### src/rtl/vga_entity_renderer_pkg.sv
// Shared definitions for the VGA entity renderer: entity codes, colours,
// display modes, the raw timing bundle and the entity-to-colour map.
package vga_entity_renderer_pkg;

    // Default 640x480@60 totals (active + porches + sync)
    localparam int H_TOTAL = 800;
    localparam int V_TOTAL = 525;

    // Entity codes returned by the game logic for each pixel
    typedef enum logic [1:0] {
        ENT_NOTHING    = 2'd0,
        ENT_SNAKE_HEAD = 2'd1,
        ENT_SNAKE_TAIL = 2'd2,
        ENT_APPLE      = 2'd3
    } entity_t;

    // Palette, {R,G,B} nibbles
    localparam logic [11:0] RGB_BLACK  = 12'h000;
    localparam logic [11:0] RGB_HEAD   = 12'h0F0;
    localparam logic [11:0] RGB_TAIL   = 12'h0A0;
    localparam logic [11:0] RGB_APPLE  = 12'hF00;
    localparam logic [11:0] RGB_DEAD   = 12'hF00;
    localparam logic [11:0] RGB_WON_BG = 12'h030;

    // Display mode, latched once per frame
    typedef enum logic [1:0] {
        MODE_PLAY = 2'd0,
        MODE_OVER = 2'd1,
        MODE_WON  = 2'd2
    } mode_t;

    // Raw timing decoded from the counters; sync polarities are active-low
    typedef struct packed {
        logic active;
        logic hs_n;
        logic vs_n;
    } timing_t;

    // Blanked, syncs idle: the value the alignment pipeline resets to
    localparam timing_t TIMING_IDLE = '{active: 1'b0, hs_n: 1'b1, vs_n: 1'b1};

    // Map an entity code to its colour under the current overlays.
    // over_blink: game-over blink phase is lit (snake shown red).
    // won_bg: game won, empty background becomes dark green.
    function automatic logic [11:0] entity_colour(entity_t ent, logic over_blink, logic won_bg);
        logic [11:0] colour;
        colour = RGB_BLACK;
        case (ent)
            ENT_NOTHING:    colour = won_bg ? RGB_WON_BG : RGB_BLACK;
            ENT_SNAKE_HEAD: colour = over_blink ? RGB_DEAD : RGB_HEAD;
            ENT_SNAKE_TAIL: colour = over_blink ? RGB_DEAD : RGB_TAIL;
            ENT_APPLE:      colour = RGB_APPLE;
        endcase
        return colour;
    endfunction

endpackage

### src/rtl/vga_entity_renderer_timing_gen.sv
// Pixel/line counters for the VGA raster, plus the raw (unaligned) sync and
// active decode and the start-of-vertical-blank pulse.
module vga_timing_gen
    import vga_entity_renderer_pkg::*;
#(
    parameter int H_ACTIVE = 640,
    parameter int H_FP     = 16,
    parameter int H_SYNC   = 96,
    parameter int H_BP     = 48,
    parameter int V_ACTIVE = 480,
    parameter int V_FP     = 10,
    parameter int V_SYNC   = 2,
    parameter int V_BP     = 33
) (
    input  logic       vga_clk,
    input  logic       reset,
    output logic [9:0] h_cnt,
    output logic [9:0] v_cnt,
    output timing_t    raw,
    output logic       frame_start
);

    localparam logic [9:0] H_LAST   = 10'(H_ACTIVE + H_FP + H_SYNC + H_BP - 1);
    localparam logic [9:0] V_LAST   = 10'(V_ACTIVE + V_FP + V_SYNC + V_BP - 1);
    localparam logic [9:0] H_ACT    = 10'(H_ACTIVE);
    localparam logic [9:0] V_ACT    = 10'(V_ACTIVE);
    localparam logic [9:0] HS_FIRST = 10'(H_ACTIVE + H_FP);
    localparam logic [9:0] HS_STOP  = 10'(H_ACTIVE + H_FP + H_SYNC);
    localparam logic [9:0] VS_FIRST = 10'(V_ACTIVE + V_FP);
    localparam logic [9:0] VS_STOP  = 10'(V_ACTIVE + V_FP + V_SYNC);

    logic [9:0] h_cnt_reg;
    logic [9:0] v_cnt_reg;

    // Raster counters: h wraps every line, v advances on each h wrap
    always_ff @(posedge vga_clk or posedge reset) begin
        if (reset) begin
            h_cnt_reg <= '0;
            v_cnt_reg <= '0;
        end else if (h_cnt_reg == H_LAST) begin
            h_cnt_reg <= '0;
            v_cnt_reg <= (v_cnt_reg == V_LAST) ? '0 : v_cnt_reg + 10'd1;
        end else begin
            h_cnt_reg <= h_cnt_reg + 10'd1;
        end
    end

    // Raw timing decode straight from the registered counters
    always_comb begin
        raw.active = (h_cnt_reg < H_ACT) && (v_cnt_reg < V_ACT);
        raw.hs_n   = !((h_cnt_reg >= HS_FIRST) && (h_cnt_reg < HS_STOP));
        raw.vs_n   = !((v_cnt_reg >= VS_FIRST) && (v_cnt_reg < VS_STOP));
    end

    assign h_cnt       = h_cnt_reg;
    assign v_cnt       = v_cnt_reg;
    assign frame_start = (h_cnt_reg == 10'd0) && (v_cnt_reg == V_ACT);

endmodule

### src/rtl/vga_entity_renderer.sv
// VGA renderer: drives pixel coordinates to the game logic, takes the entity
// code back ENT_LATENCY cycles later, colours it with per-frame mode overlays
// and emits colour, syncs and blank aligned with each other.
module vga_entity_renderer
    import vga_entity_renderer_pkg::*;
#(
    parameter int H_ACTIVE    = 640,
    parameter int H_FP        = 16,
    parameter int H_SYNC      = 96,
    parameter int H_BP        = 48,
    parameter int V_ACTIVE    = 480,
    parameter int V_FP        = 10,
    parameter int V_SYNC      = 2,
    parameter int V_BP        = 33,
    parameter int ENT_LATENCY = 1,
    parameter int BLINK_LOG2  = 5
) (
    input  logic        vga_clk,
    input  logic        reset,
    input  logic [1:0]  entity,
    input  logic        game_over,
    input  logic        game_won,
    output logic [9:0]  x_out,
    output logic [9:0]  y_out,
    output logic        hsync,
    output logic        vsync,
    output logic        video_on,
    output logic [11:0] rgb,
    output logic        frame_start
);

    timing_t     raw;
    timing_t     chain [ENT_LATENCY+1];
    timing_t     aligned;
    mode_t       mode_reg;
    mode_t       mode_next;
    logic [7:0]  frame_cnt_reg;
    logic        blink;
    logic        over_blink;
    logic        won_bg;
    logic [11:0] pix_colour;

    vga_timing_gen #(
        .H_ACTIVE (H_ACTIVE),
        .H_FP     (H_FP),
        .H_SYNC   (H_SYNC),
        .H_BP     (H_BP),
        .V_ACTIVE (V_ACTIVE),
        .V_FP     (V_FP),
        .V_SYNC   (V_SYNC),
        .V_BP     (V_BP)
    ) u_timing (
        .vga_clk     (vga_clk),
        .reset       (reset),
        .h_cnt       (x_out),
        .v_cnt       (y_out),
        .raw         (raw),
        .frame_start (frame_start)
    );

    // Delay line so raw timing lines up with the returning entity code
    assign chain[0] = raw;
    generate
        for (genvar gi = 0; gi < ENT_LATENCY; gi++) begin : g_align
            timing_t stage_reg;

            // One stage of the timing delay line
            always_ff @(posedge vga_clk or posedge reset) begin
                if (reset) begin
                    stage_reg <= TIMING_IDLE;
                end else begin
                    stage_reg <= chain[gi];
                end
            end

            assign chain[gi+1] = stage_reg;
        end
    endgenerate
    assign aligned = chain[ENT_LATENCY];

    // Mode state register
    always_ff @(posedge vga_clk or posedge reset) begin
        if (reset) begin
            mode_reg <= MODE_PLAY;
        end else begin
            mode_reg <= mode_next;
        end
    end

    // Next mode: game status sampled only at vertical-blank start, won wins
    always_comb begin
        mode_next = mode_reg;
        if (frame_start) begin
            if (game_won) begin
                mode_next = MODE_WON;
            end else if (game_over) begin
                mode_next = MODE_OVER;
            end else begin
                mode_next = MODE_PLAY;
            end
        end
    end

    // Overlay controls decoded from the current mode
    always_comb begin
        over_blink = (mode_reg == MODE_OVER) && blink;
        won_bg     = (mode_reg == MODE_WON);
    end

    // Frame counter driving the game-over blink
    always_ff @(posedge vga_clk or posedge reset) begin
        if (reset) begin
            frame_cnt_reg <= '0;
        end else if (frame_start) begin
            frame_cnt_reg <= frame_cnt_reg + 8'd1;
        end
    end

    assign blink      = frame_cnt_reg[BLINK_LOG2];
    assign pix_colour = entity_colour(entity_t'(entity), over_blink, won_bg);

    // Output register: colour, blank and syncs leave together
    always_ff @(posedge vga_clk or posedge reset) begin
        if (reset) begin
            hsync    <= 1'b1;
            vsync    <= 1'b1;
            video_on <= 1'b0;
            rgb      <= '0;
        end else begin
            hsync    <= aligned.hs_n;
            vsync    <= aligned.vs_n;
            video_on <= aligned.active;
            rgb      <= aligned.active ? pix_colour : '0;
        end
    end

endmodule

### config.mk
export PLATFORM = sky130hd
export DESIGN_NAME = vga_entity_renderer
export DESIGN_NICKNAME = d
export VERILOG_FILES = /design/src/rtl/vga_entity_renderer_pkg.sv /design/src/rtl/vga_entity_renderer_timing_gen.sv /design/src/rtl/vga_entity_renderer.sv
export SDC_FILE = /design/constraint.sdc
export NUM_CORES = 1
export LEC_CHECK = 0
export ABC_AREA = 1
export BUFFER_PORTS_ARGS = -buffer_cell sky130_fd_sc_hd__buf_2
export CORE_MARGIN = 5
export CORE_UTILIZATION = 55
export DETAILED_ROUTE_END_ITERATION = 12
export HOLD_SLACK_MARGIN = 0.03
export PLACE_DENSITY = 0.78
export SKIP_CTS_REPAIR_TIMING = 1
export SLEW_MARGIN = 0
export SYNTH_ARGS = -nofsm -noshare
export SYNTH_HDL_FRONTEND = slang
export SYNTH_SLANG_ARGS = --single-unit
### constraint.sdc
create_clock -name vga_clk -period 2.8 [get_ports vga_clk]
set_input_delay 0.28 -clock vga_clk [delete_from_list [all_inputs] [get_ports vga_clk]]
set_output_delay 0.28 -clock vga_clk [all_outputs]
set_load 0.01 [all_outputs]
; ---- After elaboration in Yosys (flattened, before gate mapping)
; Index checks and enable logic that the tools add are counted.
[word_totals]
out_inout_bits = 36
wordCells = 46
inputBits = 6
reg_bits = 48
[classes]
eq_ne = 8
order_cmp = 6
add_sub_neg = 3
mux = 9
reduce_logical = 9
[ops]
columns = operator, count
row1 = 12-bit one-hot mux with 4 select lines, 1
row2 = 12-bit two-way mux, 3
row3 = "10-bit by 1-bit adder with 10-bit output, second input constant", 2
row4 = "10-bit equality test, second input constant", 2
row5 = "10-bit less-than comparator, second input constant", 2
row6 = "10-bit by 9-bit less-than comparator with 1-bit output, second input constant", 2
row7 = 10-bit two-way mux, 2
row8 = "10-bit by 9-bit equality test with 1-bit output, second input constant", 1
row9 = "10-bit >= comparator, second input constant", 1
row10 = "10-bit by 9-bit >= comparator with 1-bit output, second input constant", 1
row11 = 10-bit logical NOT, 1
row12 = "8-bit by 1-bit adder with 8-bit output, second input constant", 1
row13 = "2-bit equality test, second input constant", 3
row14 = 6-bit two-way mux, 1
row15 = 1-bit logical AND, 5
row16 = "2-bit by 1-bit equality test with 1-bit output, second input constant", 2
row17 = 1-bit logical NOT, 2
row18 = 2-bit logical NOT, 1
row19 = 2-bit two-way mux, 1
row20 = 1-bit two-way mux, 1

; ---- Longest topological paths before layout
[depth]
ltp_word = 5
mapped_depth = 9
ltp_nobuf = 8

; ---- Modules after synthesis
; A second synthesis with hierarchy kept.
[unflattened]
cells_unflattened = 244
hier_area_um2 = 2040.7
[by_module_without_submodules]
columns = module, instances, seq_area_each_um2, area_per_inst_um2, cells_each
row1 = vga_timing_gen, 1, 500.5, 1233.7, 166
row2 = vga_entity_renderer, 1, 480.5, 807.0, 78

; ---- Worst setup path after synthesis
; No wires, ideal clock.
[synth_timing]
path_type = flip-flop to output port
startpoint = register u_timing.v_cnt_reg[0] (netlist: u_timing.v_cnt[0])
endpoint = output port frame_start
arrival_ns = 1.186
n_path_buf = 0
path_stages_with_launch = 6
setup_slack_ns = 1.334
t_required_ns = 2.520
cell_sequence = dfrtp_1 -> inv_1 -> ha_1 -> nand4_1 -> nor3_1 -> and3_1
[synth_between]
elab_chain_cells = 2
[synth_lines]
columns = item, line_no
row1 = "start, declared", vga_entity_renderer_timing_gen.sv:33  ; logic [9:0] v_cnt_reg;
row2 = "start signal, assigned", vga_entity_renderer_timing_gen.sv:42  ; v_cnt_reg <= (v_cnt_reg == V_LAST) ? '0 : v_cnt_reg + 10'd1;
row3 = 10-bit by 9-bit equality test with 1-bit output, vga_entity_renderer_timing_gen.sv:57  ; assign frame_start = (h_cnt_reg == 10'd0) && (v_cnt_reg == V_ACT);
row4 = 1-bit logical AND, vga_entity_renderer_timing_gen.sv:57
row5 = "end, declared", vga_entity_renderer.sv:29  ; output logic frame_start
; Every way passes these cells.

; ---- Worst setup path in the final report
; Same ends and word-level chain as after synthesis.

==> impl_metrics.tcl <==
set metrics [dict create \
    wl_met1_mm 1.85 \
    numCtsBuffers 5 \
    numPortBuffers 37 \
    cts_sinks 39 \
    track_usage_pct 17.4 \
    routabilityCongestion 0.864 \
    reg2reg_from "u_timing.h_cnt[0]$_DFF_PP0_" \
    grt_antenna_before_repair 0 \
    p_leak_nw 1.29 \
    grt_first_pass_wirelength_mm 7.09 \
    ys_ff_latch 39 \
    drt_iter0_drc 99 \
    clock.fmax_mhz 515 \
    timing.final.crit_share_pct 69.3 \
    drv_slew 0 \
    yosys_warnings 0 \
    gr-total-overflow 0 \
    final_antenna_net_count 0 \
    critPathLaunch "u_timing.v_cnt[0]$_DFFE_PP0N_" \
    top_layer "met4" \
    cp-end-kind "primary output" \
    clk_latency_ps 290 \
    wl_mm 4.13 \
    cts_buffer_depth 2 \
    die_area_um2 5110 \
    route.detailed.drc 0 \
    status "completed" \
    wl_per_cell_um 11.9 \
    area_growth_pct 14.2 \
    syn_area_um2 2080 \
    core_area_um2 3660 \
    final.min_clock_period_ps 1940 \
    fin_total_pwr_mw 1.01 \
    setup_violations 0 \
    critPathLaunchType "flip-flop" \
    crit_fanout 6 \
    wl_met3_um 269 \
    finalClockSkew_ps 6.43 \
    num_vias 1725 \
    htree_num_levels 2 \
    powerDensity_nw_per_um2 426 \
    hold_viol_final 0 \
    initial_utilization_pct 56.8 \
    dp_hpwl_mm 3.05 \
    synth_top_family_by_area "simple AND/OR/NAND/NOR gates" \
    fp.dieH_um 71.5 \
    synth.area.mux_share_pct 0 \
    rows 22 \
    yosys.area_share.xor_xnor_pct 4.99 \
    drive_gt1_share_pct 20.7 \
    nNetsFinal 309 \
    root_buffer "clkbuf_8" \
    cts.clk_slew.worst_paths_ps 70 \
    synth-simple-area-share_pct 29.4 \
    synth-compound-area-share_pct 4.75 \
    yosysSeqAreaShare_pct 47.1 \
    cts_tree "built" \
    synth_adder_area_share_pct 3.01 \
    synth_cells 259 \
    grt_max_degree 40 \
    synth.distinct_cells 28 \
    io_pins 42 \
    peakVddDrop_mv 0.347 \
    worstSetupPathType "flip-flop to primary output" \
    tns_ps 0 \
    cp.required_ps 2520 \
    grt_pass1_vias 1601 \
    cap_violations 0 \
    fin_util_pct 64.9 \
    rsz0062_at_grt "no" \
    critPathArrivalTime_ps 1660 \
    holdCritPathClass "input port to async pin" \
    wl_met2_mm 1.95 \
    routed_via_density 4.97 \
    dr.pass1.iters 4 \
    avgSynthCellArea_um2 8.03 \
    die_w_um 71.5 \
    diodes 0 \
]
## logic make-up after synthesis
| family | after synthesis |
|---|---|
| fa+ha+maj | 5 |
| other cells | 1 |
| compound gates | 19 |
| simple gates | 135 |
| flops | 39 |
| buf+inv | 49 |
| xor+xnor | 11 |
## layer usage
metal	track usage, %	vias up
li1	-	880
met3	4.07	5
met4	5.85	0
met5	0	-
met2	27.9	55
met1	23.1	785
## power breakdown
group	switching (mW)	internal [mW]
combinational	0.0258	0.0110
clock	0.183	0.225
sequential	0.00121	0.568
total	0.210	0.804
## area by class of cell
| type | instances | area, µm² |
|---|---|---|
| repair buffers | 38 | 193 |
| clock buffers | 8 | 100 |
| well taps | 48 | 60.1 |
| multi-input cells | 174 | 892 |
| flip-flops and latches | 39 | 981 |
| inverters | 40 | 150 |
| fillers | 333 | 1280 |
## synth_stat cells (all sizes together)
master	n	area, µm²
inv	40	150
dfstp	4	105
dfrtp	35	876
conb	1	3.75
nor3	12	65.1
a31oi	1	6.26
a21oi	4	20.0
xor2	9	78.8
o21ai	13	65.1
xnor2	2	25.0
nor4	1	6.26
buf	9	68.8
nand2	68	263
and3	1	6.26
nand4	8	50.1
ha	5	62.6
o211ai	1	7.51
nor2	29	131
nand3	16	90.1
## critical path, stage by stage, from the launching register on
cell	delay, ps
dfrtp_1	450
inv_1	160
ha_1	240
nand4_1	110
nor3_1	120
and3_1	180
buf_2	130
## path summary, 6_finish.rpt
path                                                 end  depth (start not counted)  slack [ps]
max in group asynchronous                vsync$_DFF_PP1_                          3        2340
hold reg to reg                          hsync$_DFF_PP1_                          0         360
hold / removal               u_timing.h_cnt[5]$_DFF_PP0_                          3         100
setup reg to reg           u_timing.v_cnt[5]$_DFFE_PP0N_                          7        1070
min in group vga_clk                    rgb[6]$_DFF_PP0_                          2         210
setup / recovery                             frame_start                          6         860
## placed cells by master (no fill, tap or decap), types with 5 or more instances in the layout
| cell type | synthesis | final |
|---|---|---|
| xor2_1 | 9 | 9 |
| nand2_1 | 65 | 65 |
| nand3_1 | 14 | 14 |
| inv_1 | 37 | 37 |
| o21ai_1 | 9 | 9 |
| buf_2 | 1 | 37 |
| ha_1 | 5 | 5 |
| clkbuf_8 | 0 | 7 |
| nor3_1 | 11 | 11 |
| dfrtp_1 | 35 | 35 |
| nor2_1 | 26 | 26 |
| nand4_1 | 8 | 8 |
## through the flow
stage,setup slack (ps),std cells,instance area [µm²],hold WS (ps)
global route,712,347,2380,150
finish,859,347,2380,99.0
floorplan,1330,262,2090,345
detailed placement,1070,339,2280,348
global placement,1140,339,2280,346
CTS,845,347,2380,109
No activity file was read; power rests on OpenSTA's default activity.
